## src/rtl/bus_arbiter_2m.sv

```systemverilog
// Two-master front end for the shared 64-bit slave bus: round-robin arbitration with
// a bounded hold time, owner-selected write/address path and read-data steering.
module bus_arbiter_2m #(
  parameter int MAX_HOLD = 8
) (
  input  logic        clk,
  input  logic        reset_n,
  input  logic        m0_req,
  input  logic        m1_req,
  input  logic        m0_wr,
  input  logic        m1_wr,
  input  logic [15:0] m0_address,
  input  logic [15:0] m1_address,
  input  logic [63:0] m0_dout,
  input  logic [63:0] m1_dout,
  input  logic [63:0] bus_din,
  output logic        m0_grant,
  output logic        m1_grant,
  output logic [63:0] m0_din,
  output logic [63:0] m1_din,
  output logic        bus_req,
  output logic        bus_wr,
  output logic [15:0] bus_address,
  output logic [63:0] bus_dout
);

  localparam logic [7:0] HOLD_LAST = 8'(MAX_HOLD - 1);

  typedef enum logic [1:0] {
    IDLE = 2'd0,
    GNT0 = 2'd1,
    GNT1 = 2'd2
  } state_t;

  state_t      r_state;
  state_t      w_state_nxt;
  logic        r_last_owner;
  logic [7:0]  r_hold_cnt;
  logic [1:0]  r_rd_owner;
  logic        w_hold_done;
  logic        w_state_chg;

  assign w_hold_done = (r_hold_cnt == HOLD_LAST);
  assign w_state_chg = (w_state_nxt != r_state);

  always_comb begin
    w_state_nxt = r_state;
    case (r_state)
      IDLE: begin
        if (m0_req && m1_req) w_state_nxt = r_last_owner ? GNT0 : GNT1;
        else if (m0_req)      w_state_nxt = GNT0;
        else if (m1_req)      w_state_nxt = GNT1;
        else                  w_state_nxt = IDLE;
      end
      GNT0: begin
        if (!m0_req)                  w_state_nxt = m1_req ? GNT1 : IDLE;
        else if (m1_req && w_hold_done) w_state_nxt = GNT1;
        else                          w_state_nxt = GNT0;
      end
      GNT1: begin
        if (!m1_req)                  w_state_nxt = m0_req ? GNT0 : IDLE;
        else if (m0_req && w_hold_done) w_state_nxt = GNT0;
        else                          w_state_nxt = GNT1;
      end
      default: w_state_nxt = IDLE;
    endcase
  end

  always_ff @(posedge clk or negedge reset_n) begin
    if (!reset_n) begin
      r_state      <= IDLE;
      r_last_owner <= 1'b1;
      r_hold_cnt   <= 8'd0;
      r_rd_owner   <= 2'b00;
    end else begin
      r_state    <= w_state_nxt;
      r_rd_owner <= {m0_grant, m1_grant};
      if (w_state_chg || (w_state_nxt == IDLE)) begin
        r_hold_cnt <= 8'd0;
      end else if (!w_hold_done) begin
        r_hold_cnt <= r_hold_cnt + 8'd1;
      end
      if (w_state_chg && (w_state_nxt == GNT0)) r_last_owner <= 1'b0;
      if (w_state_chg && (w_state_nxt == GNT1)) r_last_owner <= 1'b1;
    end
  end

  assign m0_grant = (r_state == GNT0);
  assign m1_grant = (r_state == GNT1);
  assign bus_req  = m0_grant | m1_grant;

  always_comb begin
    bus_wr      = 1'b0;
    bus_address = 16'h0000;
    bus_dout    = 64'h0;
    if (m0_grant) begin
      bus_wr      = m0_wr;
      bus_address = m0_address;
      bus_dout    = m0_dout;
    end else if (m1_grant) begin
      bus_wr      = m1_wr;
      bus_address = m1_address;
      bus_dout    = m1_dout;
    end
  end

  // Read data lags the address phase by one cycle, so steer by last cycle's owner.
  assign m0_din = (r_rd_owner == 2'b10) ? bus_din : 64'h0;
  assign m1_din = (r_rd_owner == 2'b01) ? bus_din : 64'h0;

endmodule

```

## config.mk

```make
export PLATFORM = sky130hd
export DESIGN_NAME = bus_arbiter_2m
export DESIGN_NICKNAME = d
export VERILOG_FILES = /design/src/rtl/bus_arbiter_2m.sv
export SDC_FILE = /design/constraint.sdc
export NUM_CORES = 1
export LEC_CHECK = 0
export ABC_AREA = 0
export ABC_CLOCK_PERIOD_IN_PS = 2900
export CORE_AREA = 2 2 172 174
export CTS_CLUSTER_SIZE = 30
export DETAILED_ROUTE_END_ITERATION = 8
export DIE_AREA = 0 0 174 176
export MAX_ROUTING_LAYER = met4
export PLACE_DENSITY = 0.38
export SYNTH_ARGS = -nofsm -noshare
export SYNTH_HDL_FRONTEND = slang
export SYNTH_SLANG_ARGS = --single-unit
```

## constraint.sdc

```tcl
create_clock -name clk -period 2.9 [get_ports clk]
set_clock_uncertainty 0.2 [all_clocks]
set_input_delay 0.58 -clock clk [delete_from_list [all_inputs] [get_ports clk]]
set_output_delay 0.58 -clock clk [all_outputs]
set_load 0.05 [all_outputs]
```

Yosys cells after proc, flatten, opt, wreduce, memory -nomap -nowiden
Index checks and enable logic that the tools add are counted.

Add/sub/neg operators: 1. Eq/ne operators: 9. Multiplexer cells: 22. Bitwise gates (word level): 1. Reductions and logical operators: 9.

Operators by type and width (count): $mux 64 (4); $mux 16 (2); $mux 2 (8); $mux 8 (2); $add 8x1->8 const B (1); $eq 8x3->1 const B (1); $eq 2x1->1 const B (3); $eq 2x2->1 const B (3); $pmux 2 s3 (1); $logic_and 1x1->1 (5); $mux 1 (5); $logic_not 2->1 (2); $ne 2x1->1 const B (1); $ne 2x2->1 (1); $reduce_bool 2->1 (1); $logic_or 1x1->1 (1); $or 1x1->1 (1).

Flip-flop bits (word level): 13. Input bits: 230. Output and inout port bits: 212. Word-level logic and storage cells: 46.

Logic depth before layout (Yosys ltp)
Gate-level depths: netlist of the first run.

Depth in word-level cells: 9. Depth in mapped cells: 8. Depth with buffers taken out: 7.

Worst setup path before layout of the first run
OpenSTA, ideal clock, no wires.

Path kind: register -> output. Start point: register r_state[0]. End point: output bus_address[0]. Arrival time: 3147 ps. Data required time: 2120 ps. Path slack: -1027 ps. Cell stages (with the launch flop): 8. Buffers on the path: 3. Cells stage by stage: dfrtp_1 inv_1 ha_1 clkbuf_1 clkbuf_1 buf_1 nand2_1 o21ai_0.

Cells in the longest elaborated chain, start to end: 3. Elaborated cells between the ends (all ways): 4. Those cells by class: 2 x eq/ne; 2 x mux.

RTL lines: start, declared (RTL line 35) `state_t r_state;`; start signal, assigned (RTL line 76) `r_state <= w_state_nxt;`; $eq 2x2->1 (RTL line 89) `assign m1_grant = (r_state == GNT1);`; named net m1_grant (RTL line 18) `output logic m1_grant,`; $mux 16 (RTL line 100) `end else if (m1_grant) begin`; $mux 16 (RTL line 96) `if (m0_grant) begin`; end, declared (RTL line 23) `output logic [15:0] bus_address,`.

The timed path passes the listed nets, and every way through them passes these cells.

Worst setup path after layout of the first run
Start point: register r_state[1]. End point: output bus_dout[62].

Cells in the longest elaborated chain, start to end: 3. Elaborated cells between the ends (all ways): 4. Those cells by class: 2 x eq/ne; 2 x mux.

RTL lines: $eq 2x2->1 (RTL line 89); $mux 64 (RTL line 100); $mux 64 * (RTL line 96); end, declared (RTL line 24) `output logic [63:0] bus_dout`.

Every way passes the cells marked *; elsewhere a longest branch is shown, timed or not.

==> results of run 1 <==
[area by class of cell]
cell class | count | area [um2]
inverters | 4 | 15.0
diodes | 1 | 2.50
clock buffers | 4 | 78.8
fillers | 2975 | 18100
well taps | 384 | 480
flip-flops and latches | 13 | 327
repair buffers | 458 | 6730
multi-input cells | 428 | 2850
[flip-flops by register name, indices dropped and copies added (netlist names)]
register and cells:
r_hold_cnt 8, r_rd_owner 2, r_state 2, r_last_owner 1
[cell families after synthesis]
group	Yosys count	synth area share, %
AOI/OAI and AO/OA	101	21.5
xor gates and xnor gates	6	1.84
adders and majority gates	5	2.19
buffers and inverters	45	6.00
DFF	13	11.4
muxes	2	0.876
and+or+nand+nor	314	56.2
[critical path: stages (launching register included)]
cell and delay [ns]:
dfrtp_1 0.47, inv_1 0.19, ha_4 0.35, buf_12 0.30, nand2_1 0.13, o21ai_4 0.10
buf_12 0.16
[through the flow]
step           TNS [ns]  hold slack [ns]  instances
2_1_floorplan  -0.00275           0.0844        486
3_3_place_gp          0            0.343       1286
3_5_place_dp          0            0.346       1286
4_1_cts               0            0.350       1290
5_1_grt               0            0.361       1292
6_report              0            0.343       1292
[cells in the final DEF (no fill, tap or decap), drive strengths merged, types with 2 or more instances in the layout]
cell / instances
ha: 5
nor3: 9
nor2b: 3
nand3: 5
clkdlybuf4s50: 229
nand4: 2
o21ai: 80
nand2: 158
clkbuf: 5
dfrtp: 12
buf: 228
and3: 2
xor2: 5
nor2: 3
and2: 128
inv: 4
o31ai: 4
a211oi: 2
a21boi: 3
a22o: 3
[routing by layer]
layer | track usage (%) | up-vias | part of all wire [%]
met2 | 29.4 | 278 | 54
met5 | - | - | 0
met4 | 1.33 | 0 | 0.54
met3 | 4.24 | 7 | 8.4
li1 | - | 2439 | -
met1 | 17.0 | 2162 | 37
[what timing repair did]
| item | in CTS | in global routing |
|---|---|---|
| hold endpoints to repair | 0 | 0 |
| setup endpoints to repair | 0 | 34 |
| resized for setup | 0 | 1 |
| buffers inserted | 0 | 1 |
| hold buffers | 0 | 0 |
[power groups by stage]
stage / Clock (W) / Combinational [W] / Sequential, W
final: 0.000261 / 0.00902 / 0.000262
after global placement: 0 / 0.00913 / 0.000265
after global routing: 0.000277 / 0.00938 / 0.000267
after floorplan: 0 / 0.00453 / 0.000255
after CTS: 0.000268 / 0.00913 / 0.000262
after detailed placement: 0 / 0.00911 / 0.000265
[final timing paths]
path                               from  depth (start not counted)       endpoint  slack, ns
max                          r_state[1]                          6   bus_dout[62]       0.15
min reg2reg                r_last_owner                          2   r_last_owner       0.34
max in group asynchronous       reset_n                          1  r_hold_cnt[1]       1.55
max reg2reg                  r_state[1]                          7  r_hold_cnt[2]       0.36
min in group asynchronous       reset_n                          1     r_state[0]       0.53
min                        r_last_owner                          2   r_last_owner       0.34
==> results.toml, run 1 <==
[synth]
yosysUniqueCellTypes = 40
yosysWarningCount = 0
synth-seq-cells = 13
synth_area_mm2 = 0.00286
synthMostInstantiatedCell = "nand2_1"
synth_seq_area_share_pct = 11.4
syn_inst = 486
synth-edff-count = 0
synth.area.top_cells = "and2_1 28%, nand2_1 21%, o21ai_0 14%"
async_flop_share_pct = 100
synth_nets = 721
synth_top_area_share_pct = 28.0
synthFlopType = "dfrtp_1"
syn_area_per_cell_um2 = 5.88
synth_common_cells = "158 x nand2_1, 128 x and2_1, 80 x o21ai_0"
synth.largest_area_cell = "and2_1"

[timing]
finalCritPeriodShare_pct = 94.9
finalHoldViolations = 0
setup_slack_ns = 0.147
worst_pin_slew_ns = 0.636
rsz0062_at_grt = "false"
slew_headroom_pct = 57.4
period_needed_ns = 2.75
drv_slew = 0
finalSetupViolCount = 0
fmax_ghz = 0.363

[floorplan]
dieWidth_um = 174
io_pins = 442
start_util_pct = 10.0
row_count = 62
core_mm2 = 0.0285
dieArea_mm2 = 0.0306
fp.dieH_um = 176

[drt]
wl_per_cell_um = 19.1
drc_errors = 0
drtAntennaViolNets = 0
vias = 4886
vias_per_cell = 3.78
routed_wl_um = 24600
drtPass1Iterations = 4
drtIter0Drc = 135

[critical_path]
cp-start-kind = "register"
worstSetupPathType = "register to output pin"
worst_setup_path_end_kind = "output pin"
critPathRequiredTime_ns = 2.12
path_max_fanout = 34
arrival_ns = 1.97

[power]
p_total_w = 0.00954
powerDensity_mw_per_mm2 = 910
power.internal_w = 0.00437
p_comb_share_pct = 94.5
p_sw_share_pct = 54.2
power_leakage_nw = 4.02
vdd_ir_drop_max_mv = 0.386
p_seq_share_pct = 2.7
p_switching_w = 0.00517
p_clk_share_pct = 2.7

[clock_network]
cts_sinks = 13
insertion_delay_ns = 0.24
cts.clk_slew.worst_paths_ns = 0.05
htreeDepth = 1
cts_buffers = 3
clock-root-buffer = "clkbuf_16"
clockBufferDepth = 2
cts_tree = "done"

[place]
place_area_mm2 = 0.0104
post-place-ws_ns = 0.267
gp_congestion = 0.821
portBuffers = 441
dp_hpwl_um = 21800

[global_route]
gr-total-overflow = 0
grt_pass1_wl_um = 34200
grt_max_degree = 65
first_global_vias = 4945
track_usage_pct = 15.6
antenna_found_initial = 1

[layout]
post-route-cell-area_mm2 = 0.0105
synthToLayoutAreaGrowth_pct = 267
utilization_pct = 36.7
nets = 1143
drive_above_1_share_pct = 36.8

[hold_path]
hold_class = "register to register"

[run_status]
outcome = "complete, no violations"

[job]
maxCapViolations = 0
No activity file was read; power rests on OpenSTA's default activity.
==> run 2, diff against run 1 <==
--- a/config.mk
+++ b/config.mk
@@ -6,11 +6,11 @@
 export NUM_CORES = 1
 export LEC_CHECK = 0
 export ABC_AREA = 0
-export ABC_CLOCK_PERIOD_IN_PS = 2900
 export CORE_AREA = 2 2 172 174
 export CTS_CLUSTER_SIZE = 30
 export DETAILED_ROUTE_END_ITERATION = 8
 export DIE_AREA = 0 0 174 176
+export GPL_TIMING_DRIVEN = 0
 export MAX_ROUTING_LAYER = met4
 export PLACE_DENSITY = 0.38
 export SYNTH_ARGS = -nofsm -noshare
==> results.toml, run 2 (synthesized netlist as in run 1, its figures left out) <==
[timing]
rsz0062_at_grt = "true"
hold_ws_ns = 0.354
period_needed_ns = 2.83
worst_pin_slew_ns = 0.682
finalSetupViolCount = 0
finalHoldViolations = 0
slew_headroom_pct = 54.4
setup_slack_ns = 0.0674
drv_slew = 0
finalCritPeriodShare_pct = 97.7
fmax_ghz = 0.353

[layout]
mostFrequentLayoutCells = "239 x clkdlybuf4s50_1, 158 x nand2_1, 128 x and2_1"
post-route-cell-area_mm2 = 0.00803
synthToLayoutAreaGrowth_pct = 181
multiInputGateArea_mm2 = 0.00284
stdcell_count = 1318
largest_register = "r_hold_cnt"
fill_cells = 3283
regArea_um2 = 329
largest_register_ffs = 8
nets = 1169
final_common_cell = "clkdlybuf4s50_1"
top_regs = "r_hold_cnt x8, r_rd_owner x2, r_state x2"
drive_above_1_share_pct = 27.8

[floorplan]
dieWidth_um = 174
dieArea_mm2 = 0.0306
start_util_pct = 10.0
io_pins = 442
fp.dieH_um = 176
row_count = 62
core_mm2 = 0.0285

[clock_network]
ctsHoldBuffers = 0
clockBufferDepth = 2
htreeDepth = 1
insertion_delay_ns = 0.24
clock-root-buffer = "clkbuf_16"
cts_buffers = 3
cts_tree = "done"
cts_sinks = 13
cts.clk_slew.worst_paths_ns = 0.05

[job]
maxCapViolations = 0

[critical_path]
worst_setup_path_end_kind = "output pin"
crit_family = "buffers and inverters"
path_max_fanout = 2
critPathMaxStageDelay_ns = 0.85
slowest_stage = "clkdlybuf4s50_1"
reg2reg_depth = 6
cp-start-kind = "input pin"
cp_cell_sequence = "clkdlybuf4s50_1 > and2_1 > clkdlybuf4s50_1"
path_buf_inv = 2
reg2reg_slack_ns = 0.43
worstSetupPathType = "input pin to output pin"
cp.depth = 3
cp_common_cell = "clkdlybuf4s50_1"
critPathRequiredTime_ns = 2.12
arrival_ns = 2.05

[drt]
vias_per_cell = 3.75
vias = 4948
drtIter0Drc = 113
routed_wl_um = 25400
drtAntennaViolNets = 0
drtPass1Iterations = 4
wl_per_cell_um = 19.3
drc_errors = 0

[global_route]
antenna_found_initial = 0
grt-busiest-layer = "met2"
grtUsageMet1_pct = 17.1
grtUsageMet3_pct = 3.40
grt_max_degree = 14
grt_pass1_wl_um = 35900
track_usage_pct = 16.2
gr-total-overflow = 0
use_met2_pct = 31.8
first_global_vias = 5318

[place]
post-place-ws_ns = -1.26
place_area_mm2 = 0.00822
dpl.cell_count = 1311
gp_congestion = 0.795
dp_hpwl_um = 22600
portBuffers = 441

[power]
vdd_ir_drop_max_mv = 0.402
p_total_w = 0.00716
powerDensity_mw_per_mm2 = 892
power_leakage_nw = 3.56

[run_status]
outcome = "complete, no violations"

[hold_path]
hold_class = "register to register"
hold_path_depth = 2
[run 2: metrics by stage]
stage                     utilization (%)  setup TNS, ns
after floorplan                         -       -0.00275
after global placement               28.8        -102.15
after detailed placement             28.8         -97.28
after CTS                            28.1              0
after global routing                 28.1       -0.00661
final                                28.1              0
[run 2: area by class of cell]
cell class / instances / area share, %
clock inverters: 1 / 0.0623
flip-flops and latches: 13 / 4.10
inverters: 4 / 0.218
diodes: 1 / 0.0311
multi-input cells: 428 / 35.3
plain buffers: 41 / 3.47
repair buffers: 443 / 49.9
clock buffers: 3 / 0.934
well taps: 384 / 5.98
[run 2: report_power, final]
group	internal, W	switching [W]	leakage [nW]
Clock	0.000183	0.0000720	0.0409
Sequential	0.000223	0.0000418	0.172
Combinational	0.00192	0.00473	3.34
[run 2: final timing paths]
check	to	from
worst max-delay path	m1_din[2]	bus_din[2]
worst min-delay path	r_last_owner	r_last_owner
worst max register to register	r_hold_cnt[5]	r_hold_cnt[0]
max in group asynchronous	r_state[1]	reset_n
min in group asynchronous	r_hold_cnt[2]	reset_n
worst min register to register	r_last_owner	r_last_owner
[run 2: tightest hold or removal path, stage by stage (launching register included)]
cell	delay, ns
dfstp_2	0.40
o31ai_1	0.08
a211oi_1	0.07
[run 2: repair_timing]
action / CTS / global route
buffers inserted: 0 / 2
endpoints found under the setup margin: 215 / 106
gates resized for setup: 663 / 64
endpoints found under the hold margin: 0 / 0
[run 2: metal layers]
layer	wire [um]	share of wire [%]
met1	9480	37
met2	13900	55
met3	1720	6.8
met4	272	1.1
met5	0	0
